==> src/rtl/lbm_step_scheduler.sv <==
// lbm_step_scheduler
//   Sequences lattice-Boltzmann timesteps over an NX x NY grid held in two
//   RAM banks: a streaming pass (read current bank, write next bank after the
//   RAM read latency), a collide pass (handshake each cell with the collider),
//   then a bank swap. It repeats for the requested number of steps.
//
// Ports
//   clk            single clock
//   rst            asynchronous active-low reset
//   en             global run enable; low stalls new issue
//   start          single-cycle run request (honoured only in idle with en=1)
//   step           timesteps to run, latched on an accepted start
//   collider_ready collider accepts the offered cell this cycle
//   rd_addr/rd_en  streaming read to current-bank RAMs (rd_addr = y*NX + x)
//   wr_addr/wr_en  streaming write to next-bank RAMs (read delayed RD_LAT)
//   x, y           coordinates of rd_addr
//   col_valid      cell at rd_addr offered to the collider
//   phase          00 idle, 01 stream, 10 collide, 11 swap/done
//   bank_sel       which RAM set is current
//   steps_done     completed timesteps; busy; done (one-cycle pulse)
module lbm_step_scheduler #(
  parameter  int unsigned NX            = 50,
  parameter  int unsigned NY            = 50,
  parameter  int unsigned RD_LAT        = 1,
  localparam int unsigned DEPTH         = NX * NY,
  localparam int unsigned ADDRESS_WIDTH = (DEPTH > 1) ? $clog2(DEPTH) : 1
) (
  input  logic                     clk,
  input  logic                     rst,
  input  logic                     en,
  input  logic                     start,
  input  logic [31:0]              step,
  input  logic                     collider_ready,
  output logic [ADDRESS_WIDTH-1:0] rd_addr,
  output logic                     rd_en,
  output logic [ADDRESS_WIDTH-1:0] wr_addr,
  output logic                     wr_en,
  output logic [7:0]               x,
  output logic [7:0]               y,
  output logic                     col_valid,
  output logic [1:0]               phase,
  output logic                     bank_sel,
  output logic [31:0]              steps_done,
  output logic                     busy,
  output logic                     done
);

  localparam int unsigned DW = (RD_LAT > 1) ? $clog2(RD_LAT + 1) : 1;

  localparam logic [2:0] S_IDLE    = 3'd0;
  localparam logic [2:0] S_STREAM  = 3'd1;
  localparam logic [2:0] S_COLLIDE = 3'd2;
  localparam logic [2:0] S_SWAP    = 3'd3;
  localparam logic [2:0] S_DONE    = 3'd4;

  logic [2:0]               state_q, state_d;
  logic [ADDRESS_WIDTH-1:0] cell_q, cell_d;
  logic [7:0]               x_q, x_d;
  logic [7:0]               y_q, y_d;
  logic                     draining_q, draining_d;
  logic [DW-1:0]            drain_q, drain_d;
  logic [31:0]              step_q, step_d;
  logic [31:0]              steps_done_q, steps_done_d;
  logic                     bank_q, bank_d;

  logic [RD_LAT-1:0]        vld_q;
  logic [ADDRESS_WIDTH-1:0] addr_q [RD_LAT];

  logic issue;
  logic offer;
  logic pos_adv;
  logic pos_clr;
  logic last_cell;

  assign last_cell = (cell_q == ADDRESS_WIDTH'(DEPTH - 1));

  always_comb begin
    state_d      = state_q;
    draining_d   = draining_q;
    drain_d      = drain_q;
    step_d       = step_q;
    steps_done_d = steps_done_q;
    bank_d       = bank_q;
    issue        = 1'b0;
    offer        = 1'b0;
    pos_adv      = 1'b0;
    pos_clr      = 1'b0;

    case (state_q)
      S_IDLE: begin
        if (start && en) begin
          step_d       = step;
          steps_done_d = '0;
          draining_d   = 1'b0;
          drain_d      = '0;
          pos_clr      = 1'b1;
          state_d      = (step == 32'd0) ? S_DONE : S_STREAM;
        end
      end
      S_STREAM: begin
        // The grid position is cleared as soon as the last cell issues, so
        // the drain cycles already present cell 0 for the collide pass.
        if (draining_q) begin
          if (drain_q == DW'(RD_LAT - 1)) begin
            draining_d = 1'b0;
            drain_d    = '0;
            state_d    = S_COLLIDE;
          end else begin
            drain_d = drain_q + 1'b1;
          end
        end else if (en) begin
          issue = 1'b1;
          if (last_cell) begin
            draining_d = 1'b1;
            drain_d    = '0;
            pos_clr    = 1'b1;
          end else begin
            pos_adv = 1'b1;
          end
        end
      end
      S_COLLIDE: begin
        offer = en;
        if (en && collider_ready) begin
          if (last_cell) begin
            pos_clr = 1'b1;
            state_d = S_SWAP;
          end else begin
            pos_adv = 1'b1;
          end
        end
      end
      S_SWAP: begin
        bank_d       = ~bank_q;
        steps_done_d = steps_done_q + 32'd1;
        state_d      = (steps_done_q + 32'd1 == step_q) ? S_DONE : S_STREAM;
      end
      S_DONE: begin
        state_d = S_IDLE;
      end
      default: begin
        state_d = S_IDLE;
      end
    endcase
  end

  always_comb begin
    cell_d = cell_q;
    x_d    = x_q;
    y_d    = y_q;
    if (pos_clr) begin
      cell_d = '0;
      x_d    = '0;
      y_d    = '0;
    end else if (pos_adv) begin
      cell_d = cell_q + 1'b1;
      if (x_q == 8'(NX - 1)) begin
        x_d = '0;
        y_d = y_q + 8'd1;
      end else begin
        x_d = x_q + 8'd1;
      end
    end
  end

  always_ff @(posedge clk or negedge rst) begin
    if (!rst) begin
      state_q      <= S_IDLE;
      cell_q       <= '0;
      x_q          <= '0;
      y_q          <= '0;
      draining_q   <= 1'b0;
      drain_q      <= '0;
      step_q       <= '0;
      steps_done_q <= '0;
      bank_q       <= 1'b0;
    end else begin
      state_q      <= state_d;
      cell_q       <= cell_d;
      x_q          <= x_d;
      y_q          <= y_d;
      draining_q   <= draining_d;
      drain_q      <= drain_d;
      step_q       <= step_d;
      steps_done_q <= steps_done_d;
      bank_q       <= bank_d;
    end
  end

  // Read-to-write delay line; it shifts regardless of en so that reads
  // already issued always retire as writes.
  always_ff @(posedge clk or negedge rst) begin
    if (!rst) begin
      vld_q <= '0;
      for (int unsigned i = 0; i < RD_LAT; i++) begin
        addr_q[i] <= '0;
      end
    end else begin
      vld_q[0]  <= issue;
      addr_q[0] <= cell_q;
      for (int unsigned i = 1; i < RD_LAT; i++) begin
        vld_q[i]  <= vld_q[i-1];
        addr_q[i] <= addr_q[i-1];
      end
    end
  end

  always_comb begin
    case (state_q)
      S_STREAM:       phase = 2'b01;
      S_COLLIDE:      phase = 2'b10;
      S_SWAP, S_DONE: phase = 2'b11;
      default:        phase = 2'b00;
    endcase
  end

  assign rd_addr    = cell_q;
  assign rd_en      = issue;
  assign wr_en      = vld_q[RD_LAT-1];
  assign wr_addr    = addr_q[RD_LAT-1];
  assign x          = x_q;
  assign y          = y_q;
  assign col_valid  = offer;
  assign bank_sel   = bank_q;
  assign steps_done = steps_done_q;
  assign busy       = (state_q != S_IDLE);
  assign done       = (state_q == S_DONE);

endmodule

==> config.mk <==
export PLATFORM = sky130hd
export DESIGN_NAME = lbm_step_scheduler
export DESIGN_NICKNAME = d
export VERILOG_FILES = /design/src/rtl/lbm_step_scheduler.sv
export SDC_FILE = /design/constraint.sdc
export NUM_CORES = 1
export LEC_CHECK = 0
export ABC_AREA = 0
export BUFFER_PORTS_ARGS = -buffer_cell sky130_fd_sc_hd__buf_2
export CAP_MARGIN = 20
export CORE_UTILIZATION = 28
export CTS_BUF_LIST = sky130_fd_sc_hd__clkbuf_16
export CTS_CLUSTER_DIAMETER = 40
export DETAILED_ROUTE_END_ITERATION = 10
export SLEW_MARGIN = 20
export SYNTH_ARGS = -nofsm -noshare
export SYNTH_HDL_FRONTEND = slang
export SYNTH_SLANG_ARGS = --single-unit
==> constraint.sdc <==
create_clock -name clk -period 3.2 [get_ports clk]
set_input_delay 0.64 -clock clk [delete_from_list [all_inputs] [get_ports clk]]
set_output_delay 0.64 -clock clk [all_outputs]
set_load 0.03 [all_outputs]
==> results.json, run 1 <==
{
  "result_of_the_run": "complete, no violations",
  "worst-slew-pin-transition_ns": 0.9005,
  "max_freq_ghz": 0.3391,
  "clock_power_share_pct": 29.8,
  "cell_count_of_the_worst_reg_to_reg_path": 9,
  "critical_path_peak_fanout": 7,
  "netlist_instances": 694,
  "netlist_top_cells_area": "dfrtp_1, nand2_1, xor2_1, o21ai_0, xnor2_1",
  "yosys-top-cells-count": "nand2_1, dfrtp_1, nor2_1",
  "hold_class": "input port to asynchronous set/reset pin",
  "layout.cell_area.non_filler_mm2": 0.007247,
  "gpl_wtd_cong": 0.8580,
  "register_area_mm2": 0.002753,
  "cell_area_placed_mm2": 0.006933,
  "final.setup.tns_ns": 0,
  "finalPower_mw": 3.944,
  "synth_largest_area_cell": "dfrtp_1",
  "average_wire_length_per_cell_after_detail_routing_um": 15.85,
  "synth_area_mm2": 0.005952,
  "grt_max_degree": 45,
  "final_net_count": 852,
  "edff_count_synth": 0,
  "ir_drop_v": 0.0004795,
  "flow.area_growth_from_synthesis_pct": 21.76,
  "cp_data_arrival_time_ns": 3.15,
  "fp.dieH_um": 147.8,
  "yosys_warnings": 0,
  "async_reset_ff_share_pct": 100.0,
  "start_kind": "flip-flop",
  "criticalPathCategory": "flip-flop to flip-flop",
  "core-area_mm2": 0.02056,
  "port-buffer-count": 116,
  "yosysTopAreaCellShare_pct": 46.25,
  "dp.final_hpwl_mm": 12.88,
  "critical_path_required_ns": 3.40,
  "rsz0062_at_grt": "false",
  "cp-end-kind": "flip-flop",
  "critical_path.cell_chain": "ha_2 -> and3_1 -> nand3_2 -> or4_4 -> a31oi_1 -> nand4_1 -> nor4_1 -> and4b_1 -> o22ai_1",
  "timing.reg2reg.setup_slack_ns": 0.25,
  "wl_met1_mm": 7.889,
  "buf_inv_stages_crit_path": 0,
  "worst_path_largest_cell_delay_ns": 0.61,
  "maxSlewHeadroom_pct": 39.97,
  "boundaryPins": 117,
  "tritoncts": "built",
  "numCtsBuffers": 9,
  "grt_first_pass_wirelength_mm": 27.48,
  "viasPerCell": 4.994,
  "timing.final.setup_violations": 0,
  "clk_transition_reported_paths_ns": 0.08,
  "maximum_root_to_sink_buffer_count": 2,
  "dieArea_mm2": 0.02184,
  "synth_nets": 736,
  "antenna_found_initial": 3,
  "numClockSinks": 110,
  "dominantRegCellSynth": "dfrtp_1",
  "multi_input_comb_area_mm2": 0.003014,
  "ys_ff_latch": 110,
  "timing.final.crit_period_ns": 2.949,
  "fillCellCount": 2200,
  "routed_wirelength_mm": 17.21,
  "switching_power_mw": 1.340,
  "post-route-period-util_pct": 92.16,
  "power.internal_mw": 2.604,
  "sequentialPowerShare_pct": 46.2,
  "detailroute.wirelength.met2_mm": 7.822,
  "worstSetupPathDepth": 9,
  "drv_cap": 0,
  "antenna_violating_nets_post_route": 0,
  "drt_drc_violations_left": 0,
  "crit_start": "steps_done[1]",
  "fin_skew_ns": 0.007602,
  "post_route_cells_drive_above_1_share_pct": 21.10,
  "cts.root.buffer_cell": "clkbuf_16",
  "grt_remaining_overflow": 0,
  "drt-initial-drc-count": 291,
  "worst_setup_path_endpoint": "state_q[0]",
  "final_util_pct": 35.25,
  "power-per-cell-area_mw_per_mm2": 544.2,
  "total_vias_in_the_final_route": 5423,
  "initial_core_util_pct": 28.95,
  "htree_num_levels": 3,
  "final-max-slew-violation-count": 0,
  "drt_pass1_iterations": 5,
  "pleak_nw": 3.484,
  "worst_path_max_delay_cell": "or4_4",
  "worstReg2RegStart": "steps_done[1]",
  "synth_seq_area_share_pct": 46.25,
  "per_instance_average_area_after_synthesis_um2": 8.576,
  "p_comb_share_pct": 24.0,
  "switching_share_pct": 33.96,
  "dr_wl_met3_mm": 1.145,
  "worst_skew_pair.late_latency_ns": 0.36,
  "regToRegEndpoint": "state_q[0]",
  "highest-signal-layer": "met5",
  "placementRows": 52,
  "finalHoldViolations": 0,
  "cell_family_with_most_cp_delay": "simple AND/OR/NAND/NOR gates",
  "synth_most_common_cell": "nand2_1",
  "via_count_of_the_first_global_routing_pass": 5070,
  "grt_usage_pct": 16.17,
  "ys_types": 57,
  "die_width_um": 147.8,
  "post_cts_hold_buffer_count": 0
}
cells by family after synthesis:
family,count (synthesis),synth area share (%)
xor+xnor,65,9.565
flops,110,46.25
simple gates,345,27.45
fa+ha+maj,5,1.051
compound gates,116,11.75
mux,4,0.6937
buf+inv,49,3.237
routing by layer:
metal / vias up / global-route usage, %
li1: 2645 / -
met1: 2564 / 21.80
met2: 183 / 25.14
met3: 27 / 3.951
met4: 4 / 5.773
met5: - / 0
registers in the layout (all words and copies together), names as in the netlist, 3 cells and up:
register / cells
step_q: 32
y: 8
state_q: 3
steps_done: 32
wr_addr: 12
rd_addr: 12
x: 8
metrics by stage:
stage / hold slack [ns] / instances / setup slack (ns)
after global placement: 0.4337 / 1069 / 0.3209
final: 0.2436 / 1086 / 0.2510
after detailed placement: 0.4433 / 1069 / 0.1923
after CTS: 0.2541 / 1085 / 0.1675
after floorplan: 0.3444 / 694 / 0.2968
after global routing: 0.2798 / 1085 / 0.04580
power groups by stage:
stage | logic (mW) | clock network, mW | registers [mW]
after floorplan | 0.485 | 0 | 1.99
after global placement | 0.952 | 0 | 1.85
after detailed placement | 0.950 | 0 | 1.85
after CTS | 0.954 | 1.22 | 1.82
after global routing | 1.05 | 1.26 | 1.86
final | 0.947 | 1.17 | 1.82
cells in the final DEF, fill, tap and decap left out, types with 5 or more instances in the layout:
master	n
and3_1	10
dfrtp_1	110
buf_2	115
xor2_1	36
nor2_1	67
nand2b_1	6
or3_1	5
nor4_1	15
nor2b_1	5
a21oi_1	19
o31ai_1	16
buf_4	26
nand3_1	30
clkbuf_16	9
nor3_1	14
nand4_1	23
o21ai_0	55
inv_1	12
nand2_1	145
xnor2_1	29
cell type report:
type                       instances  area share (%)
multi-input combinational        535           41.59
clock inverter                     7           1.088
antenna                            1         0.03453
clock buffer                       9           3.108
inverter                          12          0.6215
sequential                       110           37.98
tap                              270           4.662
timing repair buffer             142           10.91
repair_timing:
item	in CTS	in global routing
gates resized for setup	0	2
buffers inserted	0	0
setup endpoints to repair	0	2
how the worst min path moves through the flow:
stage	depth (start not counted)	start	slack (ns)	to
floorplan	0	rst	0.34	bank_sel
global placement	0	rd_addr[8]	0.43	wr_addr[8]
detailed placement	0	rd_addr[8]	0.44	wr_addr[8]
CTS	1	rst	0.25	y[7]
global route	1	rst	0.28	y[7]
finish	1	rst	0.24	y[7]
No activity file was read; power rests on OpenSTA's default activity.
==> inputs of run 2 (changes only) <==
CORE_ASPECT_RATIO = 0.5   (was default)
==> run 2 against run 1 <==
  * Clock skew up 0.010 ns
  * First-iteration DRC count increased by 22%
  * Combinational power up 0.8%
  * Die area is 0.17% higher
  * Flip-flop and latch count unchanged
  * Critical path depth unchanged
  * Core utilization fell by 0.29 points
  * Cell count unchanged
  * Largest cell class unchanged
  * Largest power group unchanged
==> results.json, run 2 (same netlist as run 1, synthesis figures left out) <==
{
  "worst_skew_pair.late_latency_ns": 0.35,
  "layout.cells.most_common_list": "nand2_1, buf_2, dfrtp_1",
  "numClockSinks": 110,
  "p_comb_share_pct": 24.1,
  "drt_pass1_iterations": 5,
  "cp-end-kind": "flip-flop",
  "pleak_nw": 3.478,
  "final_net_count": 850,
  "routed_wirelength_mm": 17.33,
  "criticalPathCategory": "flip-flop to flip-flop",
  "drt_drc_violations_left": 0,
  "critical_path_required_ns": 3.39,
  "dieArea_mm2": 0.02188,
  "total_vias_in_the_final_route": 5397,
  "final_common_cell": "nand2_1",
  "final-max-slew-violation-count": 0,
  "fin_worst_hold_slack_ns": 0.3175,
  "worst-slew-pin-transition_ns": 0.8775,
  "timing.reg2reg.setup_slack_ns": 0.15,
  "hold_class": "input port to asynchronous set/reset pin",
  "cp_data_arrival_time_ns": 3.24,
  "drt-initial-drc-count": 354,
  "viasPerCell": 4.970,
  "fin_skew_ns": 0.01771,
  "initial_core_util_pct": 28.76,
  "post_route_cells_drive_above_1_share_pct": 20.79,
  "power-per-cell-area_mw_per_mm2": 547.4,
  "post_cts_resize_count": 0,
  "ir_drop_v": 0.0002950,
  "switching_power_mw": 1.353,
  "antenna_found_initial": 0,
  "gpl_wtd_cong": 0.8713,
  "placementRows": 37,
  "grt_usage_pct": 16.11,
  "timing.final.setup_violations": 0,
  "final.setup.tns_ns": 0,
  "regToRegEndpoint": "state_q[0]",
  "dp.final_hpwl_mm": 12.90,
  "worstReg2RegStart": "steps_done[1]",
  "grt_first_pass_wirelength_mm": 28.12,
  "post_cts_hold_buffer_count": 0,
  "max_freq_ghz": 0.3276,
  "start_kind": "flip-flop",
  "result_of_the_run": "complete, no violations",
  "fp.dieH_um": 105.1,
  "flow.area_growth_from_synthesis_pct": 21.53,
  "grt_remaining_overflow": 0,
  "clock_power_share_pct": 29.7,
  "cell_count_of_the_worst_reg_to_reg_path": 9,
  "maxSlewHeadroom_pct": 41.50,
  "die_width_um": 208.2,
  "buffer_count_from_post_cts_setup_fixing": 0,
  "sequentialPowerShare_pct": 46.2,
  "antenna_violating_nets_post_route": 0,
  "clk_transition_reported_paths_ns": 0.09,
  "average_wire_length_per_cell_after_detail_routing_um": 15.96,
  "via_count_of_the_first_global_routing_pass": 5136,
  "port-buffer-count": 116,
  "timing.final.crit_period_ns": 3.053,
  "finalHoldViolations": 0,
  "post-route-period-util_pct": 95.40,
  "switching_share_pct": 34.18,
  "power.internal_mw": 2.606,
  "final_util_pct": 34.95,
  "htree_num_levels": 3,
  "rsz0062_at_grt": "false",
  "drv_cap": 0,
  "boundaryPins": 117,
  "tritoncts": "built",
  "fillCellCount": 2170,
  "core-area_mm2": 0.02069,
  "cts.root.buffer_cell": "clkbuf_16",
  "critical_path_peak_fanout": 7,
  "insertedDiodeCount": 0,
  "grt_max_degree": 49,
  "maximum_root_to_sink_buffer_count": 2,
  "numCtsBuffers": 9
}
run 2: cell types whose count changed in the layout (fill, tap and decap cells not counted), sizes merged:
cell      delta
clkinv       +5
inv          -4
buf          -2
clkinvlp     -1
diode        -1
run 2: metal layers:
layer  track usage [%]  wire, um  vias to the layer above
met5                 0         0                        -
met4             3.492       167                        0
met3             2.855       694                       15
met2             26.03      8107                      119
met1             22.46      8363                     2626
li1                  -         -                     2637
run 2: cell type report:
cell class	count	area, um^2	area share [%]
clock buffers	9	225.2	3.114
clock inverters	7	86.33	1.194
inverters	12	45.04	0.6227
multi-input cells	535	3007	41.57
flip-flops and latches	110	2753	38.06
well taps	273	341.6	4.722
repair buffers	140	775.7	10.72
run 2: power groups by stage:
stage	combinational, mW	clock [mW]	sequential [mW]
2_1_floorplan	0.485	0	1.99
3_3_place_gp	0.949	0	1.85
3_5_place_dp	0.956	0	1.86
4_1_cts	0.961	1.21	1.83
5_1_grt	1.05	1.26	1.87
6_report	0.955	1.17	1.83
run 2: critical path, stage by stage, from the launching register on:
cell	delay (ns)
dfrtp_1	0.45
ha_1	0.31
and3_1	0.28
nand3_1	0.14
or4_4	0.59
a31oi_1	0.18
nand4_1	0.11
nor4_1	0.44
and4b_1	0.31
o22ai_1	0.09
run 2: worst max-delay path by stage:
stage                    from         end  cells past startpoint
2_1_floorplan  steps_done[11]  state_q[0]                      9
3_3_place_gp   steps_done[19]  state_q[0]                      8
3_5_place_dp    steps_done[1]  state_q[0]                      9
4_1_cts         steps_done[1]  state_q[0]                      9
5_1_grt         steps_done[1]  state_q[0]                      9
6_report        steps_done[1]  state_q[0]                      9
run 2: per-stage QoR:
| stage | instances | worst slack (ns) | total power [mW] | area, um^2 |
|---|---|---|---|---|
| 2_1_floorplan | 694 | 0.2968 | 2.470 | 5952 |
| 3_3_place_gp | 1070 | 0.3357 | 2.801 | 6922 |
| 3_5_place_dp | 1070 | 0.1939 | 2.816 | 6922 |
| 4_1_cts | 1086 | 0.1966 | 4.002 | 7233 |
| 5_1_grt | 1086 | 0.03506 | 4.183 | 7233 |
| 6_report | 1086 | 0.1473 | 3.959 | 7233 |
